$ cat config.mk
export PLATFORM = sky130hd
export DESIGN_NAME = sfif_ca_arb
export DESIGN_NICKNAME = d
export VERILOG_FILES = /design/src/rtl/sfif_ca_pkg.sv /design/src/rtl/sfif_ca_chan.sv /design/src/rtl/sfif_ca_arb.sv
export SDC_FILE = /design/constraint.sdc
export NUM_CORES = 1
export LEC_CHECK = 0
export ABC_AREA = 0
export ABC_CLOCK_PERIOD_IN_PS = 8220
export CORE_ASPECT_RATIO = 1.1
export CORE_MARGIN = 2
export CORE_UTILIZATION = 30
export CTS_CLUSTER_DIAMETER = 60
export DETAILED_ROUTE_END_ITERATION = 6
export PLACE_DENSITY = 0.52
export SYNTH_ARGS = -nofsm -noshare
export SYNTH_HDL_FRONTEND = slang
export SYNTH_SLANG_ARGS = --single-unit
export TNS_END_PERCENT = 50
$ cat constraint.sdc
create_clock -name clk_125 -period 8.22 [get_ports clk_125]
set_clock_uncertainty 0.15 [all_clocks]
set_input_delay 1.644 -clock clk_125 [delete_from_list [all_inputs] [get_ports clk_125]]
set_output_delay 1.644 -clock clk_125 [all_outputs]
set_load 0.005 [all_outputs]
$ cat src/rtl/sfif_ca_pkg.sv
// Shared constants for the SFIF credit-aware arbiter: channel indices, shadow
// counter widths and the DW-per-data-credit ratio.
package sfif_ca_pkg;
  localparam int CH_P          = 0;
  localparam int CH_NP         = 1;
  localparam int CH_CPL        = 2;
  localparam int HDR_CNT_W     = 8;
  localparam int DAT_CNT_W     = 12;
  localparam int DW_PER_CREDIT = 4;
endpackage

$ cat src/rtl/sfif_ca_chan.sv
// One credit channel: shadow of the core header/data credits, data-credit need
// for the pending TLP, credit eligibility, and load/charge of the shadow.
module sfif_ca_chan
  import sfif_ca_pkg::*;
#(
  parameter int LEN_W      = 10,
  parameter int HDR_MARGIN = 1,
  parameter int DAT_MARGIN = 0
) (
  input  logic                 clk_125,
  input  logic                 rstn,
  input  logic [HDR_CNT_W:0]   i_ca_hdr,
  input  logic [DAT_CNT_W:0]   i_ca_dat,
  input  logic                 i_upd,
  input  logic [LEN_W-1:0]     i_req_len,
  input  logic                 i_charge,
  output logic                 o_credit_ok
);
  logic                 r_hdr_inf, r_dat_inf;
  logic [HDR_CNT_W-1:0] r_hdr_cnt;
  logic [DAT_CNT_W-1:0] r_dat_cnt;

  logic [LEN_W:0]       w_len_rnd;
  logic [LEN_W-2:0]     w_need_n;
  logic [DAT_CNT_W-1:0] w_need_d;
  logic [DAT_CNT_W:0]   w_dat_req;
  logic                 w_len_zero, w_hdr_ok, w_dat_ok;

  logic                 w_hdr_inf_nxt, w_dat_inf_nxt;
  logic [HDR_CNT_W-1:0] w_hdr_base, w_hdr_cnt_nxt;
  logic [DAT_CNT_W-1:0] w_dat_base, w_dat_cnt_nxt;

  // Round the DW length up to whole 16-byte credits.
  assign w_len_rnd  = {1'b0, i_req_len} + (LEN_W+1)'(DW_PER_CREDIT - 1);
  assign w_need_n   = w_len_rnd[LEN_W:2];
  assign w_need_d   = DAT_CNT_W'(w_need_n);
  assign w_dat_req  = {1'b0, w_need_d} + (DAT_CNT_W+1)'(DAT_MARGIN);
  assign w_len_zero = (i_req_len == '0);

  assign w_hdr_ok    = r_hdr_inf | (r_hdr_cnt >= HDR_CNT_W'(1 + HDR_MARGIN));
  assign w_dat_ok    = r_dat_inf | w_len_zero | ({1'b0, r_dat_cnt} >= w_dat_req);
  assign o_credit_ok = w_hdr_ok & w_dat_ok;

  // A fresh core snapshot does not yet include a grant on the same edge,
  // so the charge is applied on top of the loaded value.
  always_comb begin
    w_hdr_inf_nxt = i_upd ? i_ca_hdr[HDR_CNT_W]     : r_hdr_inf;
    w_hdr_base    = i_upd ? i_ca_hdr[HDR_CNT_W-1:0] : r_hdr_cnt;
    w_dat_inf_nxt = i_upd ? i_ca_dat[DAT_CNT_W]     : r_dat_inf;
    w_dat_base    = i_upd ? i_ca_dat[DAT_CNT_W-1:0] : r_dat_cnt;
    w_hdr_cnt_nxt = w_hdr_base;
    w_dat_cnt_nxt = w_dat_base;
    if (i_charge && !w_hdr_inf_nxt)
      w_hdr_cnt_nxt = (w_hdr_base == '0) ? '0 : w_hdr_base - HDR_CNT_W'(1);
    if (i_charge && !w_dat_inf_nxt && !w_len_zero)
      w_dat_cnt_nxt = (w_dat_base < w_need_d) ? '0 : w_dat_base - w_need_d;
  end

  always_ff @(posedge clk_125 or negedge rstn) begin
    if (!rstn) begin
      r_hdr_inf <= 1'b0;
      r_dat_inf <= 1'b0;
      r_hdr_cnt <= '0;
      r_dat_cnt <= '0;
    end else begin
      r_hdr_inf <= w_hdr_inf_nxt;
      r_dat_inf <= w_dat_inf_nxt;
      r_hdr_cnt <= w_hdr_cnt_nxt;
      r_dat_cnt <= w_dat_cnt_nxt;
    end
  end
endmodule

$ cat src/rtl/sfif_ca_arb.sv
// Credit-aware round-robin arbiter between SFIF TLP sources and the PCIe TX core.
// Build option SFIF_CA_STATS_EN adds per-channel 16-bit credit-stall counters.
module sfif_ca_arb
  import sfif_ca_pkg::*;
#(
  parameter int LEN_W      = 10,
  parameter int HDR_MARGIN = 1,
  parameter int DAT_MARGIN = 0,
  parameter int NCH        = 3
) (
  input  logic                 clk_125,
  input  logic                 rstn,
  input  logic [8:0]           ca_ph,
  input  logic [8:0]           ca_nph,
  input  logic [8:0]           ca_cplh,
  input  logic [12:0]          ca_pd,
  input  logic [12:0]          ca_npd,
  input  logic [12:0]          ca_cpld,
  input  logic                 ca_upd,
  input  logic [NCH-1:0]       req_valid,
  input  logic [NCH*LEN_W-1:0] req_len,
  output logic [NCH-1:0]       gnt,
  output logic [NCH-1:0]       ch_avail,
`ifdef SFIF_CA_STATS_EN
  output logic [NCH*16-1:0]    stall_cnt,
`endif
  output logic                 credit_available
);
  // Handshake: a source raises req_valid[c] with a stable req_len slice and
  // holds both until gnt[c] pulses for one cycle; on the following cycle it
  // either drops req_valid[c] or presents its next TLP.
  localparam int PTR_W = $clog2(NCH);

  logic [HDR_CNT_W:0] w_ca_hdr [3];
  logic [DAT_CNT_W:0] w_ca_dat [3];
  logic [NCH-1:0]     w_credit_ok, w_elig, w_win;
  logic [NCH-1:0]     r_gnt, r_ch_avail;
  logic               r_credit_available, w_found;
  logic [PTR_W-1:0]   r_ptr, w_ptr_nxt, w_idx;
  logic [PTR_W:0]     w_sum;

  assign w_ca_hdr[CH_P]   = ca_ph;
  assign w_ca_hdr[CH_NP]  = ca_nph;
  assign w_ca_hdr[CH_CPL] = ca_cplh;
  assign w_ca_dat[CH_P]   = ca_pd;
  assign w_ca_dat[CH_NP]  = ca_npd;
  assign w_ca_dat[CH_CPL] = ca_cpld;

  for (genvar c = 0; c < NCH; c++) begin : g_ch
    sfif_ca_chan #(
      .LEN_W(LEN_W), .HDR_MARGIN(HDR_MARGIN), .DAT_MARGIN(DAT_MARGIN)
    ) u_chan (
      .clk_125     (clk_125),
      .rstn        (rstn),
      .i_ca_hdr    (w_ca_hdr[c]),
      .i_ca_dat    (w_ca_dat[c]),
      .i_upd       (ca_upd),
      .i_req_len   (req_len[c*LEN_W +: LEN_W]),
      .i_charge    (w_win[c]),
      .o_credit_ok (w_credit_ok[c])
    );
`ifdef SFIF_CA_STATS_EN
    logic [15:0] r_stall;
    always_ff @(posedge clk_125 or negedge rstn) begin
      if (!rstn)
        r_stall <= '0;
      else if (req_valid[c] && !w_credit_ok[c] && r_stall != 16'hFFFF)
        r_stall <= r_stall + 16'd1;
    end
    assign stall_cnt[c*16 +: 16] = r_stall;
`endif
  end

  // Masking with the current grant stops a still-held request being granted twice.
  assign w_elig = req_valid & ~r_gnt & w_credit_ok;

  always_comb begin
    w_win     = '0;
    w_found   = 1'b0;
    w_ptr_nxt = r_ptr;
    w_sum     = '0;
    w_idx     = '0;
    for (int k = 0; k < NCH; k++) begin
      w_sum = {1'b0, r_ptr} + (PTR_W+1)'(k);
      if (w_sum >= (PTR_W+1)'(NCH))
        w_sum = w_sum - (PTR_W+1)'(NCH);
      w_idx = w_sum[PTR_W-1:0];
      if (!w_found && w_elig[w_idx]) begin
        w_found      = 1'b1;
        w_win[w_idx] = 1'b1;
        w_ptr_nxt    = (w_idx == PTR_W'(NCH - 1)) ? '0 : w_idx + PTR_W'(1);
      end
    end
  end

  always_ff @(posedge clk_125 or negedge rstn) begin
    if (!rstn) begin
      r_gnt              <= '0;
      r_ch_avail         <= '0;
      r_credit_available <= 1'b0;
      r_ptr              <= '0;
    end else begin
      r_gnt              <= w_win;
      r_ch_avail         <= req_valid & w_credit_ok;
      r_credit_available <= |(req_valid & w_credit_ok);
      r_ptr              <= w_ptr_nxt;
    end
  end

  assign gnt              = r_gnt;
  assign ch_avail         = r_ch_avail;
  assign credit_available = r_credit_available;
endmodule

==> results.txt, run 1 <==
Diodes inserted: 0
Comb pwr share: 52.3%
Vias per cell: 5.101
Worst-path fanout max: 12
Unique masters post-synth: 83
Proportion of layout cells with a drive suffix above 1: 8.796%
Pre-CTS worst setup slack: 1300 ps
H-tree levels: 3
CP required: 8300 ps
Global-route wire length before repair: 31210 um
DRT iter0 DRCs: 265
Post-cts resize count: 0
Syn avg cell area: 8.972 um2
Leak: 3.621 nW
Hold depth: 1
CP Cell Sequence: clkdlybuf4s50_1 > nor2b_1 > nand3_1 > nor2_1 > nand3_1 > nor2_1 > xnor2_1 > ha_1 > and3_1 > a221o_1 > a2111o_1 > o21ai_1 > nor4_2 > a32oi_1 > nand2_1 > nor4b_2 > mux2_1
Number of global-route vias before repair: 6126
FF-to-FF Start: g_ch[0].u_chan.r_dat_cnt[6]
Ranking of synthesized cells by area: dfrtp_1, ha_1, mux2i_1
Final Slew Violations: 0
Setup tns final: 0 ps
Core area: 22110 um2
Fraction of registers with async set or reset after synthesis: 100.0%
Psw: 0.8728 mW
P&R area growth vs syn: 25.49%
Post-CTS Setup Bufs: 0
Most frequent cells in the layout: clkdlybuf4s50_1, dfrtp_1, ha_1, nor2_1, mux2i_1
Worst Setup End Kind: register
Clk slew on worst S/H paths: 60 ps
Final WS setup: 1641 ps
FP Rows: 57
Clk network pwr share: 21.0%
Startpoint Class: primary input
Clk buf depth: 2
Status: finished, final reports clean
Clk_lat worst skew: 350 ps
GPL Wtd Cong: 0.8360
Routed Antenna Nets: 0
Reg2reg setup slack: 4190 ps
Most common cell after layout, fill and taps aside: clkdlybuf4s50_1
Min-delay src: g_ch[0].u_chan.r_dat_inf
CTS root buf: clkbuf_16
Utilization after layout: 38.40%
CTS tree: done
Slew HR: 42.08%
Initial antenna violation count: 0
Post-CTS Hold Buffers: 0
Worst min path class: reg2reg
Finish-stage setup viols: 0
CTS Buf Count: 9
Mapped cell area: 6765 um2
Count of warnings emitted by yosys: 0
Syn_nets: 920
WP buf/inv: 1
Worst slew pin tran: 868.8 ps
Highest Clock Rate: 0.1520 GHz
Die height: 161.5 um
Yosys top cell by area: dfrtp_1
WL per Instance: 16.10 um
EDFF count, synth: 0
Sw Share: 40.82%
Reg power frac: 26.7%
Synth top area share: 27.74%
Pin count of the biggest net entering global routing: 63
Drt total wl: 18660 um
Worst Path Class, Setup: in2reg
Placed wire-length estimate: 14710 um
Die X: 147.2 um
Period minus WS final: 6579 ps
Slowest cell on the critical path: a2111o_1
Boundary Pins: 109
WHS: 385.7 ps
Vias: 5912
RR Endpoint: g_ch[1].u_chan.r_dat_cnt[11]
Clk sinks: 75
Pint: 1.265 mW
Power density cells: 251.8 nW/um2
Post-route DRC: 0
Max VDD drop: 136.1 uV
Main synth FF type: dfrtp_1
Initial core utilization: 30.60%
FILL cells: 2276
Register area share after synthesis: 27.74%
Gr ovfl total: 0
Initial DRT Pass Iterations: 6
Final Cycle Share: 80.03%
Fin. Hold Viols: 0
Post-synthesis register bit count: 75
R2r worst-path depth: 10
PortBufs: 108
Final net count: 1025
RSZ-0062 raised after global routing: false
Max Cap Violations: 0
WP data arrival: 6660 ps
Hold EP: g_ch[0].u_chan.r_dat_inf
Cell family with most CP delay: simple AND/OR/NAND/NOR gates
Gate Count Post-Synth: 754
Critical path's largest stage delay: 510 ps
Total Routing Usage GR: 16.30%
DIE AREA: 23770 um2
## area by class of cell
| cell class | instances | area [um2] | share of cell area (%) |
|---|---|---|---|
| sequential | 75 | 1877 | 22.11 |
| timing repair buffer | 111 | 1099 | 12.94 |
| clock buffer | 10 | 239.0 | 2.815 |
| inverter | 54 | 205.2 | 2.417 |
| multi-input combinational | 608 | 4612 | 54.33 |
| clock inverter | 6 | 88.84 | 1.046 |
| tap | 295 | 369.1 | 4.348 |
## cells in the mapped netlist (all sizes together) (5+ instances only)
cell	number
buf	8
o21a	7
xor2	10
nor3	11
nor2b	13
mux2	29
a21o	6
o31ai	6
nand2b	14
nor2	58
nand2	53
xnor2	16
nor3b	8
nor4	11
o211ai	6
dfrtp	75
or4	9
mux2i	58
nand3	31
or2	5
a21boi	10
o21ai	53
o22ai	6
nand3b	11
o41ai	10
a21oi	27
ha	61
and3	12
clkbuf	9
o32ai	5
inv	54
or3	5
## stage by stage
| stage | cells | area [um2] | total power [mW] |
|---|---|---|---|
| 6_report | 1159 | 8489 | 2.138 |
| 5_1_grt | 1159 | 8489 | 2.332 |
| 4_1_cts | 1159 | 8489 | 2.157 |
| 3_5_place_dp | 1143 | 8162 | 1.695 |
| 3_3_place_gp | 1143 | 8162 | 1.696 |
| 2_1_floorplan | 754 | 6765 | 1.376 |
## registers in the layout (all words and copies together), names as in the netlist
name and count:
credit_available 1, g_ch.u_chan.r_hdr_inf 3, g_ch.u_chan.r_dat_inf 3, g_ch.u_chan.r_hdr_cnt 24, ch_avail 3, g_ch.u_chan.r_dat_cnt 36, gnt 3, r_ptr 2
## worst max path at each step
stage,from,to,cells past startpoint
after floorplan,ca_upd,g_ch[2].u_chan.r_dat_cnt[2],17
after global placement,req_len[1],g_ch[2].u_chan.r_dat_cnt[0],19
after detailed placement,req_len[2],g_ch[1].u_chan.r_dat_cnt[11],17
after CTS,req_len[2],g_ch[1].u_chan.r_dat_cnt[11],17
after global routing,req_len[0],g_ch[1].u_chan.r_dat_cnt[11],18
final,req_len[2],g_ch[1].u_chan.r_dat_cnt[11],17
## worst register-to-register path, delay by kind of cell, from the launching register on
kind	cells	cell delay [ps]
compound gates	4	1730
fa+ha+maj	1	320
flops	1	390
mux	1	310
simple gates	4	1000
## cells by family after synthesis
| logic type | Yosys count | synth area share (%) |
|---|---|---|
| DFF | 75 | 27.74 |
| xor gates and xnor gates | 26 | 3.366 |
| AOI/OAI and AO/OA | 173 | 18.72 |
| and+or+nand+nor | 257 | 20.31 |
| adders and majority gates | 65 | 12.32 |
| muxes | 87 | 13.46 |
| buffers and inverters | 71 | 4.087 |
## power by group through the flow
stage / Sequential (mW) / Combinational, mW / Clock (mW)
floorplan: 0.551 / 0.825 / 0
global placement: 0.580 / 1.12 / 0
detailed placement: 0.579 / 1.12 / 0
CTS: 0.573 / 1.12 / 0.459
global route: 0.589 / 1.27 / 0.477
finish: 0.572 / 1.12 / 0.449
## layer usage
metal | track usage, % | part of all wire [%]
met2 | 27.87 | 48
met4 | 4.764 | 1.5
met1 | 21.50 | 46
met5 | 0 | 0
met3 | 2.175 | 3.7
Note: power is estimated with default switching activity, not from simulation.
==> inputs of run 2 (changes only) <==
- ABC_CLOCK_PERIOD_IN_PS: 8220 -> 6750
- clock period: 8.22 -> 6.75 ns (I/O delays scaled with it)
==> run 2 against run 1 <==
Cell area grew 0.56%. Via count grew 1.2%. Global-route usage grew 0.20 points. Non-clock buffer count grew 8. Worst setup slack lost 990 ps. Wire length grew 1.8%. Final cell count grew 0.69%. Flip-flop and latch count is the same. Clock power grew 16%. Critical path depth grew 2. First-iteration DRC count shrank 4.2%. Largest cell class unchanged.
==> results.txt, run 2 (synthesized netlist as in run 1, its figures left out) <==
Status: finished, final reports clean
DRT iter0 DRCs: 254
Clk_lat worst skew: 350 ps
PortBufs: 108
Boundary Pins: 109
WP buf/inv: 2
Fin. Hold Viols: 0
Total Routing Usage GR: 16.49%
Critical path's largest stage delay: 510 ps
FP Rows: 57
Worst Path Class, Setup: in2reg
Slew HR: 45.73%
Gr ovfl total: 0
Die height: 161.5 um
Period minus WS final: 6096 ps
Die X: 147.2 um
Max VDD drop: 149.4 uV
Worst slew pin tran: 809.2 ps
Most frequent cells in the layout: clkdlybuf4s50_1, dfrtp_1, ha_1, nor2_1, mux2i_1
Worst-path fanout max: 10
Routed Antenna Nets: 0
WL per Instance: 16.28 um
Global-route wire length before repair: 31460 um
Core area: 22110 um2
Placed wire-length estimate: 14890 um
Post-route DRC: 0
CTS tree: done
Clk buf depth: 2
CTS root buf: clkbuf_16
CP required: 6870 ps
Clk sinks: 75
CTS Buf Count: 9
Highest Clock Rate: 0.1641 GHz
Final Cycle Share: 90.31%
Final Slew Violations: 0
Startpoint Class: primary input
Initial DRT Pass Iterations: 4
Vias per cell: 5.129
Initial antenna violation count: 0
Setup tns final: 0 ps
Multi-input gate area: 4612 um2
Initial core utilization: 30.60%
Diodes inserted: 0
Final net count: 1033
Crit path top cell by count: nor2_1
Largest regs: g_ch.u_chan.r_dat_cnt: 36 flops, g_ch.u_chan.r_hdr_cnt: 24 flops
P&R area growth vs syn: 26.19%
Most common cell after layout, fill and taps aside: clkdlybuf4s50_1
Number of global-route vias before repair: 6111
Leak: 3.654 nW
Proportion of layout cells with a drive suffix above 1: 9.518%
RSZ-0062 raised after global routing: false
CP Cell Sequence: clkdlybuf4s50_1 > nor2_1 > nor2b_1 > nand3_1 > nor2_1 > nand3_1 > nor2_1 > xnor2_1 > ha_1 > and3_1 > a221o_1 > a2111o_1 > o211a_1 > o311ai_0 > nand2_1 > a21oi_2 > inv_4 > nand2_4 > mux2i_1
Power density cells: 303.7 nW/um2
Biggest register: g_ch.u_chan.r_dat_cnt
DIE AREA: 23770 um2
Total power: 2.592 mW
Max Cap Violations: 0
Cell family with most CP delay: compound AO/OA/AOI/OAI gates
Finish-stage setup viols: 0
WP data arrival: 6220 ps
H-tree levels: 3
Post-CTS Hold Buffers: 0
Vias: 5985
Pin count of the biggest net entering global routing: 59
Post-CTS Setup Bufs: 0
FILL cells: 2261
Max FFs per register: 36
GPL Wtd Cong: 0.8333
Post-cts resize count: 0
Drt total wl: 19000 um
Worst Setup End Kind: register
Worst min path class: reg2reg
Slowest cell on the critical path: a2111o_1
Clk slew on worst S/H paths: 60 ps
Reg area: 1877 um2
==> run 2: cell types whose count changed in the layout (fill, tap and decap cells not counted) <==
cell	change
clkbuf_1	+1
buf_4	+8
clkbuf_8	+2
bufinv_16	-1
clkinv_2	-1
clkinv_4	-1
==> run 2: layout make-up <==
class	count	share of cell area, %
clock buffer	13	3.166
inverter	54	2.404
tap	295	4.324
timing repair buffer	119	13.57
clock inverter	3	0.5276
multi-input combinational	608	54.02
sequential	75	21.98
==> run 2: stage by stage <==
stage               cells  hold slack [ps]  util [%]  worst slack (ps)  area [um2]
finish               1167            373.0     38.61             654.4        8537
CTS                  1167            376.3     38.61             671.3        8537
global route         1167            386.0     38.61             291.3        8537
floorplan             754            330.4         -             907.3        6765
detailed placement   1151            362.8     37.19             323.8        8222
global placement     1151            351.4     37.19             460.1        8222
==> run 2: per-layer routing <==
layer | vias to the layer above | routed length, um | GRT usage, %
li1 | 3015 | - | -
met1 | 2837 | 8718 | 20.98
met2 | 117 | 9153 | 28.44
met3 | 16 | 816 | 3.079
met4 | 0 | 312 | 4.895
met5 | - | 0 | 0
==> run 2: power breakdown <==
part	switching [mW]	internal, mW	total [mW]
Clock	0.205	0.317	0.522
Combinational	0.758	0.619	1.38
Sequential	0.0918	0.601	0.693
==> run 2: final timing paths <==
| kind | startpoint | end | slack [ps] | cells past startpoint |
|---|---|---|---|---|
| worst max register to register | g_ch[0].u_chan.r_dat_cnt[6] | g_ch[2].u_chan.r_dat_cnt[0] | 2900 | 11 |
| min in group asynchronous | rstn | g_ch[0].u_chan.r_dat_cnt[1] | 720 | 1 |
| max in group asynchronous | rstn | g_ch[1].u_chan.r_hdr_cnt[7] | 4640 | 2 |
| worst min-delay path | g_ch[2].u_chan.r_dat_inf | g_ch[2].u_chan.r_dat_inf | 370 | 1 |
| worst min register to register | g_ch[2].u_chan.r_dat_inf | g_ch[2].u_chan.r_dat_inf | 370 | 1 |
| worst max-delay path | req_len[0] | g_ch[2].u_chan.r_dat_cnt[0] | 650 | 19 |
==> inputs of run 3 (changes only) <==
- CELL_PAD_IN_SITES_DETAIL_PLACEMENT: default -> 0
- CELL_PAD_IN_SITES_GLOBAL_PLACEMENT: default -> 1
- PLACE_DENSITY: 0.52 -> 0.64
==> run 3 against run 2 <==
Final cell count down 0.26%. First-iteration DRC count down 0.39%. Combinational power about the same. Clock power down 6.5%. Fmax up 0.47%. Via count down 0.43%. Die area unchanged. Worst hold slack better by 18 ps. Critical path depth down 2. Flip-flop and latch count unchanged. Count of clock-buffer cells in the layout down 2. Utilization down 0.19 points. Largest cell class unchanged.
==> results.txt, run 3 (synthesized netlist as in run 1, its figures left out) <==
Status: finished, final reports clean
Initial core utilization: 30.60%
WHS: 390.6 ps
Initial DRT Pass Iterations: 4
Worst-path fanout max: 17
WP data arrival: 6160 ps
GPL Wtd Cong: 0.8305
Final net count: 1030
RSZ-0062 raised after global routing: false
Finish-stage setup viols: 0
Most common cell after layout, fill and taps aside: clkdlybuf4s50_1
Die height: 161.5 um
Vias per cell: 5.119
Gr ovfl total: 0
CP required: 6840 ps
Startpoint Class: primary input
Vias: 5959
Worst min path class: reg2reg
P&R area growth vs syn: 25.56%
Global-route wire length before repair: 31410 um
DIE AREA: 23770 um2
CP Cell Sequence: clkdlybuf4s50_1 > nor2b_1 > nand3_1 > nor2_1 > nand3_1 > nor2_1 > xnor2_1 > ha_1 > and3_2 > a221o_1 > a2111o_1 > o21a_4 > nor4_2 > and2_1 > o31a_4 > o21ai_2 > o32ai_1
Worst slew pin tran: 753.2 ps
Number of global-route vias before repair: 6119
Initial antenna violation count: 0
Leak: 3.635 nW
Drt total wl: 19140 um
Proportion of layout cells with a drive suffix above 1: 9.206%
Most frequent cells in the layout: clkdlybuf4s50_1, dfrtp_1, ha_1, nor2_1, mux2i_1
Post-CTS Setup Bufs: 0
Biggest register: g_ch.u_chan.r_dat_cnt
Max FFs per register: 36
Diodes inserted: 0
Clk_lat worst skew: 340 ps
PortBufs: 108
FP Rows: 57
CTS Buf Count: 9
Highest Clock Rate: 0.1648 GHz
Worst Setup End Kind: register
Clk buf depth: 2
Setup tns final: 0 ps
DRT iter0 DRCs: 253
Slew HR: 49.48%
Max Cap Violations: 0
Critical path's largest stage delay: 510 ps
Post-cts resize count: 0
Max Used Layer: met4
Post-CTS Hold Buffers: 0
H-tree levels: 3
WL met3: 678 um
Largest regs: g_ch.u_chan.r_dat_cnt: 36 flops, g_ch.u_chan.r_hdr_cnt: 24 flops
Boundary Pins: 109
CTS tree: done
Core area: 22110 um2
Fin. Hold Viols: 0
WP buf/inv: 1
Slowest cell on the critical path: nor4_2
Power density cells: 301.5 nW/um2
Total length of routed met2 wires: 9184 um
Max VDD drop: 126.4 uV
Clk sinks: 75
Period minus WS final: 6067 ps
Clk slew on worst S/H paths: 60 ps
Post-route DRC: 0
Met1 Wirelength: 8987 um
Die X: 147.2 um
Placed wire-length estimate: 15390 um
Total Routing Usage GR: 16.51%
Pin count of the biggest net entering global routing: 42
Cell family with most CP delay: simple AND/OR/NAND/NOR gates
Worst Path Class, Setup: in2reg
WL per Instance: 16.44 um
Routed Antenna Nets: 0
CTS root buf: clkbuf_16
Final Cycle Share: 89.88%
Final Slew Violations: 0
run 3: final timing paths:
| kind | from | endpoint | slack [ps] | depth (start not counted) |
|---|---|---|---|---|
| min in group asynchronous | rstn | g_ch[1].u_chan.r_hdr_cnt[6] | 810 | 1 |
| max in group asynchronous | rstn | g_ch[0].u_chan.r_dat_cnt[5] | 4660 | 2 |
| min reg2reg | g_ch[0].u_chan.r_dat_inf | g_ch[0].u_chan.r_dat_inf | 390 | 1 |
| max | req_len[22] | g_ch[0].u_chan.r_dat_cnt[5] | 680 | 17 |
| min | g_ch[0].u_chan.r_dat_inf | g_ch[0].u_chan.r_dat_inf | 390 | 1 |
| max reg2reg | g_ch[2].u_chan.r_dat_cnt[6] | g_ch[0].u_chan.r_dat_cnt[5] | 2930 | 10 |
run 3: final cells by class:
| class | count | area, um2 |
|---|---|---|
| Fill cell | 2277 | 13610 |
| Multi-Input combinational cell | 608 | 4612 |
| Sequential cell | 75 | 1877 |
| Timing Repair Buffer | 116 | 1136 |
| Tap cell | 295 | 369.1 |
| Clock buffer | 11 | 242.7 |
| Inverter | 54 | 205.2 |
| Clock inverter | 5 | 52.55 |
run 3: metrics by stage:
stage                     setup slack (ps)  instances  power (mW)  util [%]  cell area (um2)
after global routing                 265.6       1164       2.802     38.42             8494
after CTS                            725.9       1164       2.590     38.42             8494
after floorplan                      907.3        754       1.675         -             6765
after global placement               458.5       1148       2.083     37.09             8199
final                                682.9       1164       2.561     38.42             8494
after detailed placement             391.7       1148       2.079     37.09             8199
run 3: report_power, final:
| part | switching (mW) | internal (mW) |
|---|---|---|
| Clock | 0.194 | 0.295 |
| Combinational | 0.761 | 0.612 |
| Sequential | 0.0985 | 0.602 |
| Total | 1.05 | 1.51 |
run 3: worst register-to-register path, stage by stage, from the launching register on:
cell,delay (ps)
dfrtp_1,390
ha_1,310
and3_2,220
a221o_1,300
a2111o_1,500
o21a_4,280
nor4_2,510
and2_1,310
o31a_4,290
o21ai_2,150
o32ai_1,310
run 3: per-layer routing:
layer | vias up | track usage [%]
met5 | - | 0
met4 | 0 | 4.240
met3 | 16 | 2.853
met1 | 2814 | 21.25
met2 | 108 | 28.65
li1 | 3021 | -
